===== config.mk =====
export PLATFORM = sky130hd
export DESIGN_NAME = cam_ctrl
export DESIGN_NICKNAME = d
export VERILOG_FILES = /design/src/rtl/cam_ctrl.sv
export SDC_FILE = /design/constraint.sdc
export NUM_CORES = 1
export LEC_CHECK = 0
export BUFFER_PORTS_ARGS = -buffer_cell sky130_fd_sc_hd__buf_2
export CAP_MARGIN = 20
export CORE_AREA = 10 10 183 185
export DETAILED_ROUTE_END_ITERATION = 6
export DIE_AREA = 0 0 193 195
export PLACE_DENSITY_LB_ADDON = 0.08
export SKIP_CTS_REPAIR_TIMING = 1
export SLEW_MARGIN = 25
export SYNTH_ARGS = -nofsm -noshare
export SYNTH_HDL_FRONTEND = slang
export SYNTH_SLANG_ARGS = --single-unit

===== constraint.sdc =====
create_clock -name clk_i -period 10.85 [get_ports clk_i]
set_input_delay 2.17 -clock clk_i [delete_from_list [all_inputs] [get_ports clk_i]]
set_output_delay 2.17 -clock clk_i [all_outputs]
set_load 0.03 [all_outputs]

===== src/rtl/cam_ctrl.sv =====
// -----------------------------------------------------------------------------
// cam_ctrl
//
// Sequenced access controller for a content-addressable memory array. A request
// (READ, WRITE, SEARCH, INVALIDATE) is accepted over a valid/ready handshake.
// The controller then drives registered one-hot per-entry enables into the
// array for one cycle and samples the array's result one cycle later. It
// returns exactly one response per request over a second valid/ready
// handshake. A valid bit per entry is tracked locally. Search matches are
// masked by those valid bits and priority-encoded, with the lowest index
// winning.
//
// Ports
//   clk_i, reset_i        rising-edge clock, asynchronous active-high reset
//   req_valid_i/ready_o   request handshake; ready only when idle
//   req_op_i              00 READ, 01 WRITE, 10 SEARCH, 11 INVALIDATE
//   req_addr_i            entry index (ignored for SEARCH)
//   req_data_i            write data or search key
//   write/read/search_enable_o  per-entry array strobes (ISSUE cycle only)
//   array_data_o          write data / search key presented to the array
//   read_data_i, match_i  array results, valid the cycle after the strobe
//   rsp_valid_o/ready_i   response handshake
//   rsp_hit_o, rsp_addr_o, rsp_data_o   response fields
//   count_o, full_o       number of valid entries, all entries valid
// -----------------------------------------------------------------------------
module cam_ctrl #(
    parameter int DATA_WIDTH = 32,
    parameter int ADDR_WIDTH = 5,
    parameter int DEPTH      = 1 << ADDR_WIDTH
) (
    input  logic                  clk_i,
    input  logic                  reset_i,
    input  logic                  req_valid_i,
    output logic                  req_ready_o,
    input  logic [1:0]            req_op_i,
    input  logic [ADDR_WIDTH-1:0] req_addr_i,
    input  logic [DATA_WIDTH-1:0] req_data_i,
    output logic [DEPTH-1:0]      write_enable_o,
    output logic [DEPTH-1:0]      read_enable_o,
    output logic [DEPTH-1:0]      search_enable_o,
    output logic [DATA_WIDTH-1:0] array_data_o,
    input  logic [DATA_WIDTH-1:0] read_data_i,
    input  logic [DEPTH-1:0]      match_i,
    output logic                  rsp_valid_o,
    input  logic                  rsp_ready_i,
    output logic                  rsp_hit_o,
    output logic [ADDR_WIDTH-1:0] rsp_addr_o,
    output logic [DATA_WIDTH-1:0] rsp_data_o,
    output logic [ADDR_WIDTH:0]   count_o,
    output logic                  full_o
);

    typedef enum logic [1:0] {IDLE, ISSUE, CAPTURE, RESP} state_t;
    typedef enum logic [1:0] {OP_READ, OP_WRITE, OP_SEARCH, OP_INVAL} op_t;

    state_t                  state_q, state_d;
    op_t                     op_q, op_d;
    logic [ADDR_WIDTH-1:0]   addr_q, addr_d;
    logic [DATA_WIDTH-1:0]   data_q, data_d;
    logic [DEPTH-1:0]        valid_q, valid_d;
    logic [ADDR_WIDTH:0]     count_q, count_d;
    logic                    old_valid_q, old_valid_d;
    logic [DEPTH-1:0]        wr_en_q, wr_en_d;
    logic [DEPTH-1:0]        rd_en_q, rd_en_d;
    logic [DEPTH-1:0]        se_en_q, se_en_d;
    logic                    rsp_hit_q, rsp_hit_d;
    logic [ADDR_WIDTH-1:0]   rsp_addr_q, rsp_addr_d;
    logic [DATA_WIDTH-1:0]   rsp_data_q, rsp_data_d;

    logic                    accept;
    logic [DEPTH-1:0]        req_one_hot;
    logic [DEPTH-1:0]        masked_match;

    // Lowest set index wins; scanning downward lets the last hit overwrite.
    function automatic logic [ADDR_WIDTH-1:0] lowest_index(input logic [DEPTH-1:0] m);
        lowest_index = '0;
        for (int i = DEPTH - 1; i >= 0; i--) begin
            if (m[i]) lowest_index = ADDR_WIDTH'(i);
        end
    endfunction

    assign accept       = req_valid_i && (state_q == IDLE);
    assign req_one_hot  = {{(DEPTH-1){1'b0}}, 1'b1} << req_addr_i;
    assign masked_match = match_i & valid_q;

    // ---------------- FSM: state register ----------------
    // NOTE: sequential state uses non-blocking assignments so every flop
    // samples the pre-edge values regardless of process evaluation order.
    always_ff @(posedge clk_i or posedge reset_i) begin
        if (reset_i) state_q <= IDLE;
        else         state_q <= state_d;
    end

    // ---------------- FSM: next state ----------------
    always_comb begin
        state_d = state_q;
        case (state_q)
            IDLE:    if (req_valid_i) state_d = ISSUE;
            ISSUE:   state_d = CAPTURE;
            CAPTURE: state_d = RESP;
            RESP:    if (rsp_ready_i) state_d = IDLE;
            default: state_d = IDLE;
        endcase
    end

    // ---------------- FSM: outputs ----------------
    always_comb begin
        req_ready_o = (state_q == IDLE);
        rsp_valid_o = (state_q == RESP);
    end

    // ---------------- Datapath next-state ----------------
    // NOTE: every signal gets a default at the top so no path leaves it
    // unassigned, which would otherwise infer a latch.
    always_comb begin
        op_d        = op_q;
        addr_d      = addr_q;
        data_d      = data_q;
        valid_d     = valid_q;
        count_d     = count_q;
        old_valid_d = old_valid_q;
        wr_en_d     = '0;
        rd_en_d     = '0;
        se_en_d     = '0;
        rsp_hit_d   = rsp_hit_q;
        rsp_addr_d  = rsp_addr_q;
        rsp_data_d  = rsp_data_q;

        // Enables are computed from the request itself so the registered
        // strobes are high exactly for the ISSUE cycle.
        if (accept) begin
            op_d   = op_t'(req_op_i);
            addr_d = req_addr_i;
            data_d = req_data_i;
            case (op_t'(req_op_i))
                OP_WRITE:  wr_en_d = req_one_hot;
                OP_READ:   rd_en_d = req_one_hot;
                OP_SEARCH: se_en_d = valid_q;
                default:   ;
            endcase
        end

        if (state_q == ISSUE) begin
            case (op_q)
                OP_WRITE: begin
                    valid_d[addr_q] = 1'b1;
                    if (!valid_q[addr_q]) count_d = count_q + 1'b1;
                end
                OP_INVAL: begin
                    old_valid_d     = valid_q[addr_q];
                    valid_d[addr_q] = 1'b0;
                    if (valid_q[addr_q]) count_d = count_q - 1'b1;
                end
                default: ;
            endcase
        end

        if (state_q == CAPTURE) begin
            case (op_q)
                OP_READ: begin
                    rsp_hit_d  = valid_q[addr_q];
                    rsp_addr_d = addr_q;
                    rsp_data_d = read_data_i;
                end
                OP_SEARCH: begin
                    rsp_hit_d  = |masked_match;
                    rsp_addr_d = lowest_index(masked_match);
                    rsp_data_d = data_q;
                end
                OP_WRITE: begin
                    rsp_hit_d  = 1'b1;
                    rsp_addr_d = addr_q;
                    rsp_data_d = data_q;
                end
                default: begin
                    rsp_hit_d  = old_valid_q;
                    rsp_addr_d = addr_q;
                    rsp_data_d = '0;
                end
            endcase
        end
    end

    // ---------------- Datapath registers ----------------
    // NOTE: the valid vector is reset because it is control state; entry
    // contents live in the array and are never reset here.
    always_ff @(posedge clk_i or posedge reset_i) begin
        if (reset_i) begin
            op_q        <= OP_READ;
            addr_q      <= '0;
            data_q      <= '0;
            valid_q     <= '0;
            count_q     <= '0;
            old_valid_q <= 1'b0;
            wr_en_q     <= '0;
            rd_en_q     <= '0;
            se_en_q     <= '0;
            rsp_hit_q   <= 1'b0;
            rsp_addr_q  <= '0;
            rsp_data_q  <= '0;
        end else begin
            op_q        <= op_d;
            addr_q      <= addr_d;
            data_q      <= data_d;
            valid_q     <= valid_d;
            count_q     <= count_d;
            old_valid_q <= old_valid_d;
            wr_en_q     <= wr_en_d;
            rd_en_q     <= rd_en_d;
            se_en_q     <= se_en_d;
            rsp_hit_q   <= rsp_hit_d;
            rsp_addr_q  <= rsp_addr_d;
            rsp_data_q  <= rsp_data_d;
        end
    end

    assign write_enable_o  = wr_en_q;
    assign read_enable_o   = rd_en_q;
    assign search_enable_o = se_en_q;
    assign array_data_o    = data_q;
    assign rsp_hit_o       = rsp_hit_q;
    assign rsp_addr_o      = rsp_addr_q;
    assign rsp_data_o      = rsp_data_q;
    assign count_o         = count_q;
    assign full_o          = (count_q == (ADDR_WIDTH + 1)'(DEPTH));

endmodule


Yosys cells after proc, flatten, opt, wreduce, memory -nomap -nowiden

Cells that the tools add are included.

Logic and storage cells: 99
Input bits: 107
Register bits: 214
Output and inout port bits: 175

Reduce and logical (&&, ||, !) cells: 12
Equal/unequal tests: 13
Bitwise logic cells: 4
Magnitude comparators: 2
Multiplexer cells: 52
Add/sub/neg operators: 2
Shift-type cells: 1

Operators with widths:

| kind                                                        | number |
|---|---|
| two-way mux 32 bit                                          | 6 |
| two-way mux 5 bit                                           | 33 |
| one-hot mux 32 bit (2 select lines)                         | 2 |
| AND 32 bit                                                  | 2 |
| inverter 32 bit                                             | 1 |
| bitwise OR 32 bit                                           | 1 |
| OR reduction 32 bit                                         | 1 |
| << shifter 1 x 5 -> 32 bit (first input constant)           | 1 |
| two-way mux 6 bit                                           | 2 |
| one-hot mux 6 bit (2 select lines)                          | 1 |
| equality test 2 bit (second input constant)                 | 5 |
| one-hot mux 2 bit (4 select lines)                          | 1 |
| adder 6 x 1 -> 6 bit (second input constant)                | 1 |
| equality test 2 x 1 -> 1 bit (second input constant)        | 3 |
| equality test 6 bit (second input constant)                 | 1 |
| logical NOT 2 bit                                           | 3 |
| less-than comparator 5 x 6 -> 1 bit (second input constant) | 1 |
| != test 2 bit (second input constant)                       | 3 |
| AND reduction 2 bit                                         | 3 |
| subtractor 6 x 1 -> 6 bit (second input constant)           | 1 |
| binary-select mux 1 bit (select 5 bit)                      | 1 |
| demux 1 bit (select 5 bit)                                  | 1 |
| >= comparator 5 x 1 -> 1 bit (second input constant)        | 1 |
| two-way mux 2 bit                                           | 2 |
| 7 further kinds                                             | 9 |

Logic depth before layout (Yosys ltp)

Gate-level depths: netlist (run 1).

Depth in word-level cells: 34
Depth in mapped cells: 11
Mapped depth without buffers: 10

Least setup slack after synthesis (run 1)

Ideal clock, no wire load.

Path kind: register to output
From: reg count_q[3] (netlist: count_o[3])
To: out full_o
Required time: 8.680 ns
Cell stages (with the launch flop): 3
Slack: 6.807 ns
Buffers on the path: 0
Arrival: 1.873 ns
Path through: dfrtp_1 or4b_2 nor3_1

Word-level cells in the longest chain between the ends: 1

RTL lines:

| item                     | RTL line | RTL |
|---|---|---|
| start: declaration       | 61       | `logic [ADDR_WIDTH:0] count_q, count_d;` |
| start signal: assignment | 206      | `count_q <= count_d;` |
| equality test 6 bit      | 225      | `assign full_o = (count_q == (ADDR_WIDTH + 1)'(DEPTH));` |
| end: declaration         | 50       | `output logic full_o` |

Every way passes these cells.

Worst setup path after layout (run 1)

Same ends and word-level chain as after synthesis.

==> flow_metrics.py, run 1 <==
metrics = {
    "status": {
        "status": "finished, final reports clean",
    },
    "yosys": {
        "ys_types": 58,
        "syn_area_um2": 9080,
        "syn_avg_cell_area_um2": 11.36,
        "synth-xor-area-share_pct": 0.4823,
        "synthAdderAreaFrac_pct": 1.874,
        "synth_top_family_by_area": "compound AO/OA/AOI/OAI gates",
        "synth_area_leaders": "dfrtp_1, mux2_2, nor2_1",
        "synth_edf_count": 0,
        "synth-main-ff-cell": "dfrtp_1",
        "synth_area_leader_cell": "dfrtp_1",
        "yosysSeqAreaShare_pct": 58.98,
        "synthArstFlopShare_pct": 100.0,
        "synth_mux_area_share_pct": 7.179,
        "yosys.area.top_type_share_pct": 58.98,
        "ys.warnings.count": 0,
        "synth_simple_gate_area_share_pct": 13.66,
        "synth_compound_area_share_pct": 15.12,
        "synth_seq_cells": 214,
        "syn-num-nets": 919,
        "netlist_instances": 799,
    },
    "timing": {
        "finClkSkew_ns": 0.01512,
        "rsz0062_at_grt": "no",
        "drv_slew": 0,
        "period_share_pct": 38.64,
        "period_minus_slack_ns": 4.193,
        "setup_viol": 0,
        "slew_headroom_pct": 36.48,
        "fmax_mhz": 238.5,
        "worst_pin_slew_ns": 0.9528,
        "hold_viol": 0,
        "tns_ns": 0,
    },
    "critical_path": {
        "crit_required_ns": 8.68,
        "cp.arrival_ns": 2.02,
        "worstPathCellList": "or4b_2 -> nor3_1 -> buf_2",
        "path_class": "reg2out",
        "slowest_stage": "or4b_2",
        "cp_max_fo": 6,
        "crit_path_max_incr_delay_ns": 0.68,
        "cp-start-kind": "flop",
        "path_delay_family": "simple AND/OR/NAND/NOR gates",
        "critPathCaptureType": "primary output",
        "worst-path-buf-inv": 1,
    },
    "power_and_ir_drop": {
        "combPwrFrac_pct": 39.9,
        "switching_share_pct": 41.67,
        "p_leak_nw": 5.785,
        "clkPwrFrac_pct": 25.5,
        "p_seq_share_pct": 34.7,
        "power_switching_w": 0.001464,
        "p_int_w": 0.002049,
        "ir_drop_mv": 0.1393,
        "powerDensity_nw_per_um2": 298.1,
    },
    "run": {
        "drv_cap": 0,
    },
    "routing": {
        "vias": 7254,
        "drt_iter0_markers": 516,
        "final_antenna_net_count": 0,
        "via_per_inst": 4.878,
        "wl_per_cell_um": 20.81,
        "remaining_drc_errors": 0,
        "drt_pass1_iterations": 5,
        "wirelength_um": 30940,
    },
    "layout": {
        "area_growth_pct": 29.76,
        "layout_common_cells": "buf_2, dfrtp_1, nor2_1, nand2_1, a22oi_1",
        "final_common_cell": "buf_2",
        "fin_nets": 1192,
        "drive_gt1_share_pct": 35.66,
        "antenna_cells": 0,
        "final_core_util_pct": 39.24,
    },
    "global_routing": {
        "antenna_found_initial": 2,
        "grt-ovfl-total": 0,
        "grt_usage_pct": 16.07,
        "grt_pass1_vias": 7969,
        "grt_max_degree": 74,
        "grt_pass1_wl_um": 48070,
    },
    "clock_tree": {
        "clock_sinks": 214,
        "insertion_delay_ns": 0.54,
        "clockRootBuffer": "clkbuf_16",
        "h-tree-depth": 1,
        "cts_tree": "yes",
        "numCtsBuffers": 25,
        "path_clk_slew_ns": 0.06,
        "clock_path_buffers": 3,
    },
    "placement": {
        "dp_hpwl_um": 22110,
        "io_buffers": 281,
        "routabilityCongestion": 0.8216,
    },
    "floorplanning": {
        "fp.dieArea_um2": 37640,
        "die-height_um": 195,
        "start_util_pct": 30.24,
        "coreArea_um2": 30030,
        "die_x_um": 193,
        "ios": 282,
        "num_rows": 64,
    },
    "hold_path": {
        "hold_class": "reg2reg",
    },
}
cells by family (layout without fill, tap and decap cells):
family | after synthesis | after routing
DFF | 214 | 214
muxes | 56 | 56
adders and majority gates | 13 | 13
and+or+nand+nor | 259 | 259
buffers and inverters | 60 | 352
xor gates and xnor gates | 5 | 5
AOI/OAI and AO/OA | 192 | 192
per-stage QoR:
stage,cells,area (um^2),setup WS (ns),hold slack [ns],total power (W)
3_3_place_gp,1440,10870,6.876,0.4659,0.002646
4_1_cts,1486,11750,6.607,0.4863,0.003568
3_5_place_dp,1440,10870,6.889,0.4688,0.002651
2_1_floorplan,799,9080,2.829,0.4738,0.002183
6_report,1487,11780,6.657,0.4823,0.003513
5_1_grt,1487,11780,6.595,0.5047,0.003752
worst reg2reg max path, cell delays in order, from the launching register on:
cell	delay [ns]
dfrtp_1	0.97
mux2i_1	0.38
o22ai_1	0.14
mux4_2	0.48
a211o_1	0.43
o21ai_0	0.23
and2_1	0.22
o221a_2	0.21
layer usage:
layer  vias up  part of all wire (%)  track usage (%)
li1       3417                     -                -
met1      3553                    42            20.15
met2       250                    47            26.19
met3        30                   9.5            5.880
met4         4                   1.3            2.850
met5         -                 0.065                0
final cells by class:
| type | instances | area [um^2] |
|---|---|---|
| well taps | 396 | 495.5 |
| fillers | 3028 | 18250 |
| clock buffers | 31 | 678.2 |
| multi-input cells | 525 | 3486 |
| flip-flops and latches | 214 | 5355 |
| inverters | 15 | 63.81 |
| repair buffers | 291 | 1505 |
| clock inverters | 15 | 198.9 |
cell usage after synthesis, drive strengths merged (14+ instances only):
cell type and n:
nand3 18, and2 35, o21ai 27, nor2 106
clkbuf 37, dfrtp 214, a22oi 42, a21oi 32
mux2 40, nand2 43, inv 14, o2bb2ai 33
worst paths after layout:
path                           startpoint             endpoint  slack (ns)  depth (start not counted)
max                            count_o[3]               full_o        6.66                          3
min                        rsp_data_o[25]       rsp_data_o[25]        0.48                          1
max reg2reg                     addr_q[1]           count_o[2]        7.75                          7
min reg2reg                rsp_data_o[25]       rsp_data_o[25]        0.48                          1
max in group asynchronous         reset_i  search_enable_o[25]        8.07                          4
min in group asynchronous         reset_i    read_enable_o[16]        1.70                          2
power groups by stage:
stage / clock [W] / combinational [W] / sequential, W
6_report: 0.000894 / 0.00140 / 0.00122
5_1_grt: 0.000957 / 0.00154 / 0.00125
4_1_cts: 0.000921 / 0.00142 / 0.00122
3_5_place_dp: 0 / 0.00142 / 0.00123
3_3_place_gp: 0 / 0.00141 / 0.00124
2_1_floorplan: 0 / 0.000792 / 0.00139
(Power assumes the default switching activity.)
==> inputs of run 2 (changes only) <==
Settings changed: ABC_AREA from default to 1, CORE_AREA 10 10 183 185 to 10 10 184 186, DIE_AREA 0 0 193 195 to 0 0 194 196.
Clock period 10.85 ns to 3.46 ns, I/O delays scaled along.
==> run 2 against run 1 <==
Global-route usage increased by 0.42 points. Sequential share of layout area is 0.52 points lower. Power increased to 3.0 times the previous value. Critical path type is now reg2reg. Core utilization up 0.14 points. Combinational power rose to 3.0 times the previous value. Clock-buffer cell count is 10 higher. Area after synthesis increased by 1.3%. Largest cell class unchanged.
==> flow_metrics.py, run 2 <==
metrics = {
    "power_and_ir_drop": {
        "p_leak_nw": 6.243,
        "ir_drop_mv": 0.3480,
        "powerDensity_nw_per_um2": 880.6,
    },
    "critical_path": {
        "worstPathCellList": "nor2_1 -> a22oi_1 -> o221ai_1 -> a22o_1 -> a221oi_2 -> nand2_2 -> a21oi_4 -> o21ai_4 -> nor2_2 -> xor2_1",
        "slowest_stage": "nor2_1",
        "cp_max_fo": 10,
        "crit_path_max_incr_delay_ns": 0.74,
        "path_class": "reg2reg",
        "critPathCaptureType": "flop",
        "cp.arrival_ns": 3.01,
        "cp-start-kind": "flop",
        "crit_required_ns": 3.86,
        "reg2reg_depth": 10,
    },
    "layout": {
        "layout_common_cells": "buf_2, nand2_1, dfrtp_1, nor2_1, o21ai_0",
        "final_common_cell": "buf_2",
        "final_core_util_pct": 39.38,
        "area_growth_pct": 29.57,
        "drive_gt1_share_pct": 26.62,
        "fin_nets": 1432,
    },
    "placement": {
        "routabilityCongestion": 0.7868,
        "io_buffers": 281,
        "dp_hpwl_um": 23780,
    },
    "yosys": {
        "yosys-top-cells-count": "nand2_1, dfrtp_1, nor2_1",
        "synthArstFlopShare_pct": 100.0,
        "netlist_instances": 1045,
        "synth_edf_count": 0,
        "ys_types": 38,
        "synth-main-ff-cell": "dfrtp_1",
        "ys.warnings.count": 0,
        "syn_avg_cell_area_um2": 8.804,
        "synth_area_leader_cell": "dfrtp_1",
        "yosys.area.top_type_share_pct": 58.21,
        "yosys.cell_count.top_type": "nand2_1",
        "syn_area_um2": 9200,
        "synth_area_leaders": "dfrtp_1, nand2_1, nor2_1",
        "yosysSeqAreaShare_pct": 58.21,
        "syn-num-nets": 1165,
        "synth_seq_cells": 214,
    },
    "global_routing": {
        "grt_pass1_wl_um": 50730,
        "grt_usage_pct": 16.49,
        "grt_pass1_vias": 8320,
        "grt-ovfl-total": 0,
        "antenna_found_initial": 2,
        "grt_max_degree": 62,
    },
    "floorplanning": {
        "die-height_um": 196,
        "fp.dieArea_um2": 38020,
        "ios": 282,
        "start_util_pct": 30.39,
        "num_rows": 64,
        "coreArea_um2": 30270,
        "die_x_um": 194,
    },
    "timing": {
        "slew_headroom_pct": 37.41,
        "drv_slew": 0,
        "period_share_pct": 75.55,
        "hold_viol": 0,
        "rsz0062_at_grt": "no",
        "period_minus_slack_ns": 2.614,
        "worst_pin_slew_ns": 0.9354,
        "fmax_mhz": 382.6,
        "finClkSkew_ns": 0.009395,
        "tns_ns": 0,
        "setup_viol": 0,
    },
    "clock_tree": {
        "h-tree-depth": 1,
        "cts_tree": "yes",
        "path_clk_slew_ns": 0.06,
        "insertion_delay_ns": 0.52,
        "clockRootBuffer": "clkbuf_16",
        "numCtsBuffers": 26,
        "clock_sinks": 214,
        "clock_path_buffers": 3,
    },
    "routing": {
        "remaining_drc_errors": 0,
        "wl_per_cell_um": 18.86,
        "drt_pass1_iterations": 5,
        "final_antenna_net_count": 0,
        "drt_iter0_markers": 404,
        "wirelength_um": 32580,
        "via_per_inst": 4.691,
        "vias": 8101,
    },
    "hold_path": {
        "hold_class": "in2async",
    },
    "status": {
        "status": "finished, final reports clean",
    },
    "run": {
        "drv_cap": 0,
    },
}
==> run 2: critical path: cells and delay by family (launching register included) <==
kind,cells,cell delay (ns)
flip-flops,1,0.43
XOR/XNOR,1,0.14
AND/OR/NAND/NOR,3,0.98
AO/OA/AOI/OAI,6,0.92
==> run 2: area by class of cell <==
type	count	area [um^2]
clock buffers	41	798.3
flip-flops and latches	214	5355
well taps	396	495.5
clock inverters	5	77.57
multi-input cells	684	3289
inverters	89	337.8
fillers	3167	18350
diodes	1	2.502
repair buffers	297	1564
==> run 2: kinds of logic after synthesis <==
logic type	synth area share (%)
buffers and inverters	6.038
and+or+nand+nor	21.84
DFF	58.21
xor gates and xnor gates	0.5712
adders and majority gates	1.850
AOI/OAI and AO/OA	11.49
==> run 2: power by group <==
group | internal (W) | leakage (nW) | switching [W]
Sequential | 0.00307 | 2.86 | 0.000432
Clock | 0.00172 | 0.428 | 0.00104
Combinational | 0.00118 | 2.95 | 0.00306
Total | 0.00596 | 6.24 | 0.00454
==> run 2: stage by stage <==
step / hold slack (ns) / instances / setup slack (ns) / cell area, um^2 / total power (W)
4_1_cts: 0.2804 / 1726 / 0.8494 / 11920 / 0.01068
6_report: 0.2714 / 1727 / 0.8461 / 11920 / 0.01050
3_5_place_dp: 0.4641 / 1680 / 0.8081 / 11040 / 0.007856
3_3_place_gp: 0.4585 / 1680 / 0.8266 / 11040 / 0.007853
2_1_floorplan: 0.4485 / 1045 / -0.01616 / 9204 / 0.006369
5_1_grt: 0.3052 / 1726 / 0.4959 / 11920 / 0.01125
==> run 2: final timing paths <==
kind / endpoint / from / slack (ns)
worst min-delay path: array_data_o[15] / reset_i / 0.27
min in group clk_i: array_data_o[11] / req_data_i[11] / 0.38
worst max register to register: count_o[5] / addr_q[0] / 0.85
max in group asynchronous: asynchronous set/reset pin / reset_i / 2.42
worst max-delay path: count_o[5] / addr_q[0] / 0.85
worst min register to register: rsp_data_o[24] / rsp_data_o[24] / 0.47
==> run 2: per-layer routing <==
layer  global-route usage (%)  vias to the layer above  part of all wire [%]
met5                        0                        -                 0.055
met4                    3.163                        2                   1.6
met3                    5.473                       36                   7.9
met2                    26.70                      218                    47
met1                    21.14                     3899                    43
li1                         -                     3946                     -
